===== src/rtl/crc8_rx_check.sv =====
// Receive-side CRC-8 (poly 0x07) checker: strips the trailing CRC byte, moves LAST
// onto the final payload byte and pulses end-of-frame status (ok / runt / length).
module crc8_rx_check #(
  parameter logic [7:0]  INIT  = 8'h00,
  parameter int unsigned LEN_W = 16
) (
  input  logic             clk,
  input  logic             rst,
  input  logic             s_valid,
  output logic             s_ready,
  input  logic [7:0]       s_data,
  input  logic             s_last,
  output logic             m_valid,
  input  logic             m_ready,
  output logic [7:0]       m_data,
  output logic             m_last,
  output logic             stat_valid,
  output logic             stat_ok,
  output logic             stat_runt,
  output logic [LEN_W-1:0] stat_len
);

  localparam logic [LEN_W-1:0] LEN_MAX = '1;

  typedef enum logic {EMPTY = 1'b0, HOLD = 1'b1} state_t;

  state_t           state_q, state_d;
  logic [7:0]       hold_q, hold_d;
  logic [7:0]       crc_q, crc_d, crc_nx;
  logic [LEN_W-1:0] len_q, len_d, len_inc;
  logic             m_valid_d, m_last_d;
  logic [7:0]       m_data_d;
  logic             stat_valid_d, stat_ok_d, stat_runt_d;
  logic [LEN_W-1:0] stat_len_d;
  logic             in_fire, out_fire;

  // Byte-parallel CRC-8 update, x = crc ^ data
  function automatic logic [7:0] crc8_step(input logic [7:0] c, input logic [7:0] d);
    logic [7:0] x;
    logic [7:0] r;
    x    = c ^ d;
    r[0] = x[0] ^ x[6] ^ x[7];
    r[1] = x[0] ^ x[1] ^ x[6];
    r[2] = x[0] ^ x[1] ^ x[2] ^ x[6];
    r[3] = x[1] ^ x[2] ^ x[3] ^ x[7];
    r[4] = x[2] ^ x[3] ^ x[4];
    r[5] = x[3] ^ x[4] ^ x[5];
    r[6] = x[4] ^ x[5] ^ x[6];
    r[7] = x[5] ^ x[6] ^ x[7];
    return r;
  endfunction

  // No skid buffer: accept only when the output register is free or draining
  assign s_ready  = !rst && (!m_valid || m_ready);
  assign in_fire  = s_valid && s_ready;
  assign out_fire = m_valid && m_ready;
  assign crc_nx   = crc8_step(crc_q, s_data);
  assign len_inc  = (len_q == LEN_MAX) ? len_q : len_q + LEN_W'(1);

  always_ff @(posedge clk or posedge rst) begin
    if (rst) begin
      state_q    <= EMPTY;
      hold_q     <= 8'h00;
      crc_q      <= INIT;
      len_q      <= '0;
      m_valid    <= 1'b0;
      m_data     <= 8'h00;
      m_last     <= 1'b0;
      stat_valid <= 1'b0;
      stat_ok    <= 1'b0;
      stat_runt  <= 1'b0;
      stat_len   <= '0;
    end else begin
      state_q    <= state_d;
      hold_q     <= hold_d;
      crc_q      <= crc_d;
      len_q      <= len_d;
      m_valid    <= m_valid_d;
      m_data     <= m_data_d;
      m_last     <= m_last_d;
      stat_valid <= stat_valid_d;
      stat_ok    <= stat_ok_d;
      stat_runt  <= stat_runt_d;
      stat_len   <= stat_len_d;
    end
  end

  // Hold-back: each payload byte is released only once the next byte shows it is not the CRC
  always_comb begin
    state_d      = state_q;
    hold_d       = hold_q;
    crc_d        = crc_q;
    len_d        = len_q;
    m_valid_d    = m_valid && !out_fire;
    m_data_d     = m_data;
    m_last_d     = m_last;
    stat_valid_d = 1'b0;
    stat_ok_d    = 1'b0;
    stat_runt_d  = 1'b0;
    stat_len_d   = '0;
    if (in_fire) begin
      crc_d = s_last ? INIT : crc_nx;
      case (state_q)
        EMPTY: begin
          if (s_last) begin
            stat_valid_d = 1'b1;
            stat_runt_d  = 1'b1;
          end else begin
            hold_d  = s_data;
            state_d = HOLD;
          end
        end
        HOLD: begin
          m_valid_d = 1'b1;
          m_data_d  = hold_q;
          m_last_d  = s_last;
          if (s_last) begin
            stat_valid_d = 1'b1;
            stat_ok_d    = (crc_nx == 8'h00);
            stat_len_d   = len_inc;
            len_d        = '0;
            state_d      = EMPTY;
          end else begin
            hold_d = s_data;
            len_d  = len_inc;
          end
        end
        default: state_d = EMPTY;
      endcase
    end
  end

endmodule


===== config.mk =====
export PLATFORM = sky130hd
export DESIGN_NAME = crc8_rx_check
export DESIGN_NICKNAME = d
export VERILOG_FILES = /design/src/rtl/crc8_rx_check.sv
export SDC_FILE = /design/constraint.sdc
export NUM_CORES = 1
export LEC_CHECK = 0
export BUFFER_PORTS_ARGS = -buffer_cell sky130_fd_sc_hd__buf_4
export CORE_UTILIZATION = 30
export CTS_BUF_LIST = sky130_fd_sc_hd__clkbuf_8
export CTS_CLUSTER_SIZE = 28
export DETAILED_ROUTE_END_ITERATION = 8
export GPL_ROUTABILITY_DRIVEN = 0
export PLACE_DENSITY = 0.57
export SYNTH_ARGS = -nofsm -noshare
export SYNTH_HDL_FRONTEND = slang
export SYNTH_SLANG_ARGS = --single-unit
export TNS_END_PERCENT = 50

===== constraint.sdc =====
create_clock -name clk -period 5.6 [get_ports clk]
set_input_delay 1.12 -clock clk [delete_from_list [all_inputs] [get_ports clk]]
set_output_delay 1.12 -clock clk [all_outputs]
set_load 0.01 [all_outputs]

Word-level counts from Yosys, hierarchy flattened
Cells that the tools add are included.
W data, S select, Z words.
- register bits: 62
- bits of input ports: 13
- output and inout bits: 30
- logic and storage cells: 60
- add/sub/neg operators: 1
- eq/ne operators: 1
- muxes and demuxes: 17
- bitwise logic cells: 19
- reductions and logical operators: 11
- operators by type and width (kind ; count):
    $mux W16 ; 5
    $xor A1 B1 Y1 ; 17
    $add A16 B1 Y16 const B ; 1
    $eq A16 B16 Y1 const B ; 1
    $mux W8 ; 2
    $mux W1 ; 10
    $logic_not A8 Y1 ; 1
    $xor A8 B8 Y8 ; 1
    $logic_and A1 B1 Y1 ; 4
    $reduce_and A2 Y1 ; 2
    $logic_not A1 Y1 ; 3
    $logic_or A1 B1 Y1 ; 1
    $not A1 Y1 ; 1

Logic depth before layout (Yosys ltp)
Gate-level depths: netlist of the first run.
- depth in word-level cells: 8
- depth in mapped cells: 7
- mapped depth without buffers: 6

Worst setup path after synthesis of the first run
No wires, ideal clock.
- kind: input to output
- start point: in rst
- end point: out s_ready
- data arrival time: 2.800 ns
- required time: 4.480 ns
- setup slack: 1.680 ns
- stages: 2
- path buffers: 0
- cells stage by stage: inv_1 -> and2_1
- word-level cells in the longest chain between the ends: 2
- RTL lines (what ; RTL line ; text):
    start, declared ; 8 ; input logic rst,
    $logic_not A1 Y1 (no line) ; -- ;
    $logic_and A1 B1 Y1 ; 54 ; assign s_ready = !rst && (!m_valid || m_ready);
    end, declared ; 10 ; output logic s_ready,
No other way between the ends.

Worst setup path in the final report of the first run
- start point: in m_ready
- end point: reg stat_ok
- word-level cells in the longest chain between the ends: 4
- RTL lines (what ; RTL line ; text):
    start, declared ; 14 ; input logic m_ready,
    $logic_or A1 B1 Y1 ; 54 ;
    $logic_and A1 B1 Y1 ; 54 ;
    $logic_and A1 B1 Y1 ; 55 ; assign in_fire = s_valid && s_ready;
    $mux W1 ; 101 ; if (in_fire) begin
    named net stat_ok_d ; 33 ; logic stat_valid_d, stat_ok_d, stat_runt_d;
    end signal, assigned ; 82 ; stat_ok <= stat_ok_d;
    end, declared ; 18 ; output logic stat_ok,
The timed path passes the listed nets, and every way through them passes these cells.
A chain may end at the register's enable or synchronous reset.

==> impl_metrics.csv, run 1 <==
group,metric,value,unit
finish,final_nets,358,
timing,max_freq,324,MHz
finish,drive_gt1_share,24.1,%
die,ios,43,
finish,final_cells,482,
critical_path,cp_slowest_stage_delay,0.77,ns
die,fp.dieW,103,µm
die,fp-row-count,36,
finish,diodes,0,
clocking,cts.clk_slew.worst_paths,0.08,ns
critical_path,start_kind,"input pin",
logic_synthesis,yosysTopAreaCell,"dfrtp_1",
grt,grt_pass1_vias,2349,
grt,grt-ovfl-total,0,
clocking,cts_max_level,3,
critical_path,crit_path_max_fanout,22,
routing,wl_per_cell,14.1,µm
flow_run,drv_cap,0,
logic_synthesis,yosys_warnings,0,
clocking,cts_buffer_depth,2,
die,initial_utilization,31.1,%
pwr,p_leak,1.64,nW
clocking,cts_buffers,9,
routing,drtIter0Drc,68,
logic_synthesis,ys_types,44,
logic_synthesis,synthTopCellsByArea,"dfrtp_1, xnor2_1, nand2_1",
routing,post-route-drc-count,0,
timing,slew_headroom,38.2,%
timing,fin_tns_setup,0,ns
timing,worst_pin_slew,0.922,ns
finish,area_growth,20.9,%
pwr,power.density,388,nW/µm²
timing,setup_viol,0,
critical_path,critPathKind,"in2reg",
clocking,post_cts_buffers,0,
outcome,outcome,"finished, final reports clean",
grt,grt_pass1_wl,11500,µm
finish,multi_input_area,1400,µm²
logic_synthesis,yosysSeqAreaShare,50.7,%
finish,regArea,1550,µm²
die,die_y,103,µm
routing,ant_nets,0,
critical_path,crit_path_top_delay_cell,"and4_1",
critical_path,crit_path_end_kind,"register",
clocking,clock-sinks,62,
timing,min_period,3.09,ns
finish,nFillCells,1035,
placed_design,io_buffers,42,
routing,vias,2289,
min_path,hp-class,"reg2reg",
die,core_area,9820,µm²
logic_synthesis,syn_nets,319,
pwr,p_total,1.43,mW
critical_path,path_cells,"buf_4 > nand2b_1 > and4_1 > nand2_1 > nor4_1",
logic_synthesis,synth_area,3060,µm²
timing,drv_slew,0,
routing,viasPerCell,4.75,
routing,wl,6810,µm
logic_synthesis,synth_top_area_share,50.7,%
clocking,ctsHoldBuffers,0,
timing,fin_crit_sh,55.1,%
critical_path,worst-path-buf-inv,1,
timing,rsz0062_at_grt,"false",
placed_design,dp_hpwl,4750,µm
logic_synthesis,synth_seq_cells,62,
logic_synthesis,avgSynthCellArea,10.0,µm²
clocking,ctsResizeCount,0,
grt,grt_usage,14.6,%
pwr,peakVddDrop,0.177,mV
routing,drt_pre_antenna_iters,4,
placed_design,placedCellCount,466,
grt,grt_max_degree,58,
critical_path,cp.required,5.81,ns
logic_synthesis,netlist_instances,305,
grt,antenna_found_initial,0,
clocking,cts_tree,"yes",
timing,hold_violations,0,
timing,finClkSkew,0.00708,ns
die,die_area,10600,µm²
clocking,clockRootBuffer,"clkbuf_8",
clocking,clkLatencyLatePin,0.34,ns
critical_path,crit_family,"simple AND/OR/NAND/NOR gates",
critical_path,worstPathArrival,3.29,ns
==> worst reg2reg max path: cells and delay by family (launching register included) <==
kind,cells,cell delay (ns)
AND/OR/NAND/NOR,4,2.07
flip-flops,1,0.38
==> final timing paths <==
kind	startpoint	endpoint	slack [ns]	cells after the start
setup reg to reg	m_valid$_DFF_PP0_	stat_ok$_DFF_PP0_	3.01	4
max in group asynchronous	rst	stat_ok$_DFF_PP0_	3.97	3
hold / removal	hold_q[5]$_DFFE_PP0P_	m_data[5]$_DFFE_PP0P_	0.48	2
min in group asynchronous	rst	crc_q[4]$_DFFE_PP0P_	0.67	2
hold reg to reg	hold_q[5]$_DFFE_PP0P_	m_data[5]$_DFFE_PP0P_	0.48	2
setup / recovery	m_ready	stat_ok$_DFF_PP0_	2.51	5
==> cells in the final DEF, fill, tap and decap left out, drive strengths merged, types with 2 or more instances in the layout <==
cell	count
xnor2	25
o21ai	12
o22ai	2
nor2	32
a21oi	16
nand3	11
nand4	3
inv	7
or2	2
and4	2
o21a	4
nor4	3
nor3	11
clkinv	4
or3	2
bufinv	2
mux2i	11
mux2	8
a22o	4
a31oi	5
nand2	47
dfrtp	62
buf	44
a211oi	3
a311oi	2
xor2	6
clkbuf	9
and3	2
==> registers in the layout (all words and copies together), names as in the netlist <==
| name | flops |
|---|---|
| crc_q | 8 |
| hold_q | 8 |
| len_q | 16 |
| m_data | 8 |
| m_last | 1 |
| m_valid | 1 |
| stat_len | 16 |
| stat_ok | 1 |
| stat_runt | 1 |
| stat_valid | 1 |
| state_q | 1 |
==> layout make-up <==
cell class,instances,area share [%]
clock inverter,7,2.67
timing repair buffer,44,8.93
tap,133,4.50
inverter,7,0.711
clock buffer,9,3.35
multi-input combinational,220,37.9
sequential,62,42.0
==> cell usage after synthesis (all sizes together) <==
cell    number
dfrtp       62
nand2       47
nor2        32
xnor2       25
a21oi       16
o21ai       12
mux2i       11
nand3       11
nor3        11
clkbuf       9
mux2         8
buf          7
inv          7
xor2         6
a31oi        5
a22o         4
o21a         4
a211oi       3
nand4        3
nor4         3
a311oi       2
and3         2
and4         2
o22ai        2
or2          2
or3          2
a22oi        1
and2         1
ha           1
nand2b       1
nor4b        1
o21ba        1
o21bai       1
==> metrics by stage <==
step	util, %	hold WS (ns)	area [µm²]	setup WS, ns
finish	37.7	0.475	3700	2.51
global route	37.7	0.505	3700	2.25
CTS	37.7	0.477	3700	2.48
detailed placement	35.4	0.452	3470	2.13
global placement	35.4	0.451	3470	2.10
floorplan	-	0.435	3060	1.68
==> cells by family after synthesis <==
group	Yosys count	synth area share, %
AND/OR/NAND/NOR	118	18.7
flip-flops	62	50.7
AO/OA/AOI/OAI	51	11.2
XOR/XNOR	31	8.88
buffers and inverters	23	3.48
multiplexers	19	6.55
adder cells (fa/ha/maj)	1	0.409
==> routing by layer <==
layer	track usage [%]	part of all wire, %
met1	18.1	45
met4	5.63	1.9
met3	3.86	4.2
met2	24.2	49
met5	0	0
==> power breakdown <==
part	internal, mW	switching (mW)
combinational	0.198	0.205
sequential	0.524	0.0701
clock	0.252	0.185
Note: power is estimated with default switching activity, not from simulation.
==> inputs of run 2 (changes only) <==
Clock period 5.6 ns to 3.2 ns, I/O delays scaled along.
==> run 2 against run 1 <==
  * First-iteration DRC count rose to 3.0 times the previous value
  * Power grew 73%
  * Die area unchanged
  * Combinational power rose by 80%
  * Critical path type is now reg2reg
  * Critical endpoint is now len_q[14]$_DFFE_PP0P_
==> impl_metrics.csv, run 2 (synthesized netlist as in run 1, its figures left out) <==
group,metric,value,unit
die,ios,43,
placed_design,io_buffers,42,
clocking,cts_buffers,9,
die,die_y,103,µm
die,fp-row-count,36,
timing,fin_tns_setup,0,ns
timing,holdWs,0.403,ns
grt,grt_pass1_vias,2411,
die,die_area,10600,µm²
critical_path,critPathKind,"reg2reg",
routing,wl_per_cell,14.0,µm
finish,area_growth,21.8,%
timing,hold_violations,0,
die,fp.dieW,103,µm
finish,final_cells,487,
placed_design,dp_hpwl,4680,µm
finish,nFillCells,1043,
grt,grt_pass1_wl,11700,µm
timing,drv_slew,0,
critical_path,cp.required,3.44,ns
die,core_area,9820,µm²
timing,slew_headroom,45.7,%
timing,worst_pin_slew,0.813,ns
finish,fin_util,37.9,%
clocking,post_cts_buffers,0,
finish,reg_top3,"len_q (16), stat_len (16)",
min_path,hp-class,"in2async",
critical_path,start_kind,"register",
grt,grt-ovfl-total,0,
finish,final_cell_mix,"dfrtp_1, buf_4, nand2_1",
routing,drt_pre_antenna_iters,4,
clocking,ctsResizeCount,0,
clocking,clock-sinks,62,
pwr,p_leak,1.67,nW
die,initial_utilization,31.1,%
routing,viasPerCell,4.78,
critical_path,worstPathArrival,2.71,ns
finish,final_area,3730,µm²
timing,fin_crit_sh,77.1,%
finish,diodes,0,
finish,drive_gt1_share,24.9,%
pwr,peakVddDrop,0.429,mV
clocking,cts_tree,"yes",
routing,vias,2327,
critical_path,crit_path_end_kind,"register",
routing,drtIter0Drc,207,
timing,max_freq,405,MHz
placed_design,placedCellCount,472,
grt,grt_max_degree,37,
timing,rsz0062_at_grt,"false",
placed_design,postPlaceCellArea,3520,µm²
outcome,outcome,"finished, final reports clean",
finish,final_nets,364,
pwr,power.density,667,nW/µm²
clocking,ctsHoldBuffers,0,
clocking,clkLatencyLatePin,0.35,ns
routing,ant_nets,0,
timing,finClkSkew,0.0123,ns
clocking,cts_buffer_depth,2,
routing,post-route-drc-count,0,
clocking,clockRootBuffer,"clkbuf_8",
critical_path,crit_path_max_fanout,11,
finish,layout_commonest_cell,"dfrtp_1",
clocking,cts.clk_slew.worst_paths,0.07,ns
clocking,cts_max_level,3,
flow_run,drv_cap,0,
grt,antenna_found_initial,0,
timing,setup_viol,0,
grt,grt_usage,14.7,%
timing,min_period,2.47,ns
routing,wl,6810,µm
-- run 2: changes by cell type in the layout (fill, tap and decap cells not counted) --
cell / delta
clkinv_4: -3
inv_2: -1
inv_1: +1
buf_4: +6
clkinv_2: +2
-- run 2: report_power, final --
group | leakage, nW | total, mW | switching, mW | internal (mW)
sequential | 0.801 | 1.03 | 0.116 | 0.918
clock | 0.110 | 0.725 | 0.298 | 0.427
combinational | 0.755 | 0.724 | 0.372 | 0.352
-- run 2: metrics by stage --
stage | setup WS (ns) | power, mW
CTS | 0.765 | 2.52
detailed placement | 0.677 | 1.78
finish | 0.731 | 2.48
global placement | 0.750 | 1.76
global route | 0.538 | 2.65
floorplan | 0.350 | 1.57
-- run 2: final timing paths --
kind                                       startpoint               endpoint  slack, ns  cells past startpoint
max in group asynchronous                         rst   crc_q[3]$_DFFE_PP0P_       2.00                      4
worst max-delay path             len_q[0]$_DFFE_PP0P_  len_q[14]$_DFFE_PP0P_       0.73                      6
worst min-delay path                              rst  len_q[14]$_DFFE_PP0P_       0.40                      3
min in group clk                hold_q[2]$_DFFE_PP0P_  m_data[2]$_DFFE_PP0P_       0.46                      2
worst max register to register   len_q[0]$_DFFE_PP0P_  len_q[14]$_DFFE_PP0P_       0.73                      6
worst min register to register  hold_q[2]$_DFFE_PP0P_  m_data[2]$_DFFE_PP0P_       0.46                      2
-- run 2: layout make-up --
type / instances / area [µm²] / share of cell area, %
sequential: 62 / 1550 / 41.6
multi-input combinational: 220 / 1400 / 37.6
timing repair buffer: 50 / 375 / 10.1
tap: 133 / 166 / 4.47
clock buffer: 9 / 124 / 3.32
clock inverter: 6 / 78.8 / 2.12
inverter: 7 / 30.0 / 0.806
-- run 2: worst max-delay path: stages (launching register included) --
cell	delay, ns
dfrtp_1	0.47
ha_1	0.55
nand4_1	0.23
nor2_1	0.48
and3_1	0.32
a31oi_1	0.10
o21ba_2	0.20
-- run 2: per-layer routing --
metal / vias to the layer above / global-route usage, % / wire length (µm)
met2: 57 / 24.7 / 3300
met5: - / 0 / 0
met3: 7 / 4.88 / 332
met4: 0 / 4.01 / 48
met1: 1130 / 18.0 / 3130
li1: 1133 / - / -
==> inputs of run 3 (changes only) <==
Settings changed: PLACE_DENSITY 0.57 to 0.59.
Clock period 3.2 ns to 2.06 ns, I/O delays scaled along.
==> run 3 against run 2 <==
  * Maximum frequency up 30%
  * Non-clock buffer count up 7
  * Critical path type unchanged
  * Count of clock-buffer cells in the layout unchanged
  * Critical endpoint is now stat_len[6]$_DFF_PP0_
  * Sequential power up 55%
==> impl_metrics.csv, run 3 (synthesized netlist as in run 1, its figures left out) <==
group,metric,value,unit
critical_path,crit_family,"simple AND/OR/NAND/NOR gates",
die,die_area,10600,µm²
timing,hold_violations,0,
routing,vias,2349,
timing,rsz0062_at_grt,"false",
timing,fin_tns_setup,0,ns
min_path,hp-class,"in2async",
flow_run,drv_cap,0,
pwr,power.density,1010,nW/µm²
critical_path,crit_path_end_kind,"register",
critical_path,reg2regPathDepth,6,
critical_path,cp-startpoint,"len_q[0]$_DFFE_PP0P_",
placed_design,postPlaceCellArea,3590,µm²
finish,nFillCells,1051,
critical_path,crit_path_top_delay_cell,"dfrtp_1",
routing,wl,6650,µm
critical_path,worst-path-buf-inv,0,
routing,drt_pre_antenna_iters,4,
routing,met1_length,2950,µm
timing,max_freq,527,MHz
clocking,ctsResizeCount,0,
critical_path,critPathKind,"reg2reg",
finish,final_nets,371,
critical_path,crit_cells,6,
clocking,clock-sinks,62,
pwr,peakVddDrop,0.517,mV
routing,topRoutingLayerUsed,"met4",
routing,drtIter0Drc,99,
pwr,p_leak,1.69,nW
finish,area_growth,23.8,%
finish,diodes,0,
critical_path,path_cells,"ha_1 > nand4_1 > or2_2 > nor2_2 > nor2_1 > nor3_1",
critical_path,reg2reg_to,"stat_len[6]$_DFF_PP0_",
routing,viasPerCell,4.75,
routing,wl_per_cell,13.4,µm
die,initial_utilization,31.1,%
placed_design,io_buffers,42,
finish,reg_top3,"len_q (16), stat_len (16)",
finish,multi_input_area,1410,µm²
critical_path,worstPathArrival,2.12,ns
grt,grt_usage,14.3,%
clocking,ctsHoldBuffers,0,
finish,regArea,1550,µm²
die,core_area,9820,µm²
critical_path,cp.required,2.28,ns
clocking,clockRootBuffer,"clkbuf_8",
routing,post-route-drc-count,0,
critical_path,cp_slowest_stage_delay,0.45,ns
placed_design,dp_hpwl,4760,µm
grt,grt-ovfl-total,0,
routing,ant_nets,0,
timing,worst_pin_slew,0.549,ns
die,ios,43,
outcome,outcome,"finished, final reports clean",
critical_path,start_kind,"register",
finish,drive_gt1_share,27.3,%
grt,antenna_found_initial,0,
critical_path,crit_path_max_fanout,6,
grt,grt_pass1_wl,11400,µm
clocking,cts_buffers,9,
clocking,cts.clk_slew.worst_paths,0.07,ns
die,fp-row-count,36,
clocking,cts_tree,"yes",
critical_path,r2r_slack,0.16,ns
timing,drv_slew,0,
finish,final_cell_mix,"dfrtp_1, buf_4, nand2_1",
clocking,clkLatencyLatePin,0.35,ns
critical_path,endpoint,"stat_len[6]$_DFF_PP0_",
clocking,cts_max_level,3,
finish,final_area,3790,µm²
timing,slew_headroom,63.1,%
critical_path,r2r_start,"len_q[0]$_DFFE_PP0P_",
timing,finClkSkew,0.00782,ns
clocking,post_cts_buffers,0,
grt,grt_max_degree,29,
finish,fin_util,38.6,%
finish,layout_commonest_cell,"dfrtp_1",
die,die_y,103,µm
die,fp.dieW,103,µm
timing,min_period,1.90,ns
clocking,cts_buffer_depth,2,
routing,wl_met2,3300,µm
routing,wl_met3,335,µm
timing,fin_crit_sh,92.1,%
timing,setup_viol,0,
grt,grt_pass1_vias,2286,
run 3: final cells by class:
cell class | instances | share of cell area, %
Timing Repair Buffer | 57 | 11.3
Multi-Input combinational cell | 220 | 37.3
Clock buffer | 9 | 3.27
Inverter | 7 | 0.793
Tap cell | 133 | 4.40
Sequential cell | 62 | 41.0
Clock inverter | 7 | 1.98
run 3: how the worst min path moves through the flow:
stage / to / slack (ns) / depth (start not counted)
3_5_place_dp: m_data[7]$_DFFE_PP0P_ / 0.46 / 2
2_1_floorplan: m_data[0]$_DFFE_PP0P_ / 0.43 / 2
5_1_grt: len_q[6]$_DFFE_PP0P_ / 0.18 / 3
4_1_cts: len_q[0]$_DFFE_PP0P_ / 0.16 / 3
6_report: len_q[1]$_DFFE_PP0P_ / 0.17 / 3
3_3_place_gp: m_data[1]$_DFFE_PP0P_ / 0.45 / 2
run 3: per-stage QoR:
stage	power [mW]	hold slack, ns	worst slack [ns]	instances
3_5_place_dp	2.78	0.457	0.201	479
3_3_place_gp	2.74	0.450	0.248	479
6_report	3.81	0.169	0.163	495
2_1_floorplan	2.46	0.435	-0.435	305
5_1_grt	4.07	0.185	0.0112	495
4_1_cts	3.88	0.162	0.198	495
run 3: worst register-to-register path: stages (launching register included):
cell     delay (ns)
dfrtp_1        0.45
ha_1           0.20
nand4_1        0.14
or2_2          0.39
nor2_2         0.25
nor2_1         0.09
nor3_1         0.26
run 3: per-layer routing:
metal  vias to the layer above  track usage (%)
li1                       1146                -
met1                      1141             18.0
met2                        52             23.4
met3                        10             4.68
met4                         0             4.23
met5                         -                0
run 3: report_power, final:
part | leakage (nW) | internal (mW) | total [mW] | switching [mW]
sequential | 0.801 | 1.43 | 1.60 | 0.173
combinational | 0.798 | 0.557 | 1.15 | 0.593
clock | 0.0914 | 0.559 | 1.06 | 0.506
total | 1.69 | 2.54 | 3.81 | 1.27
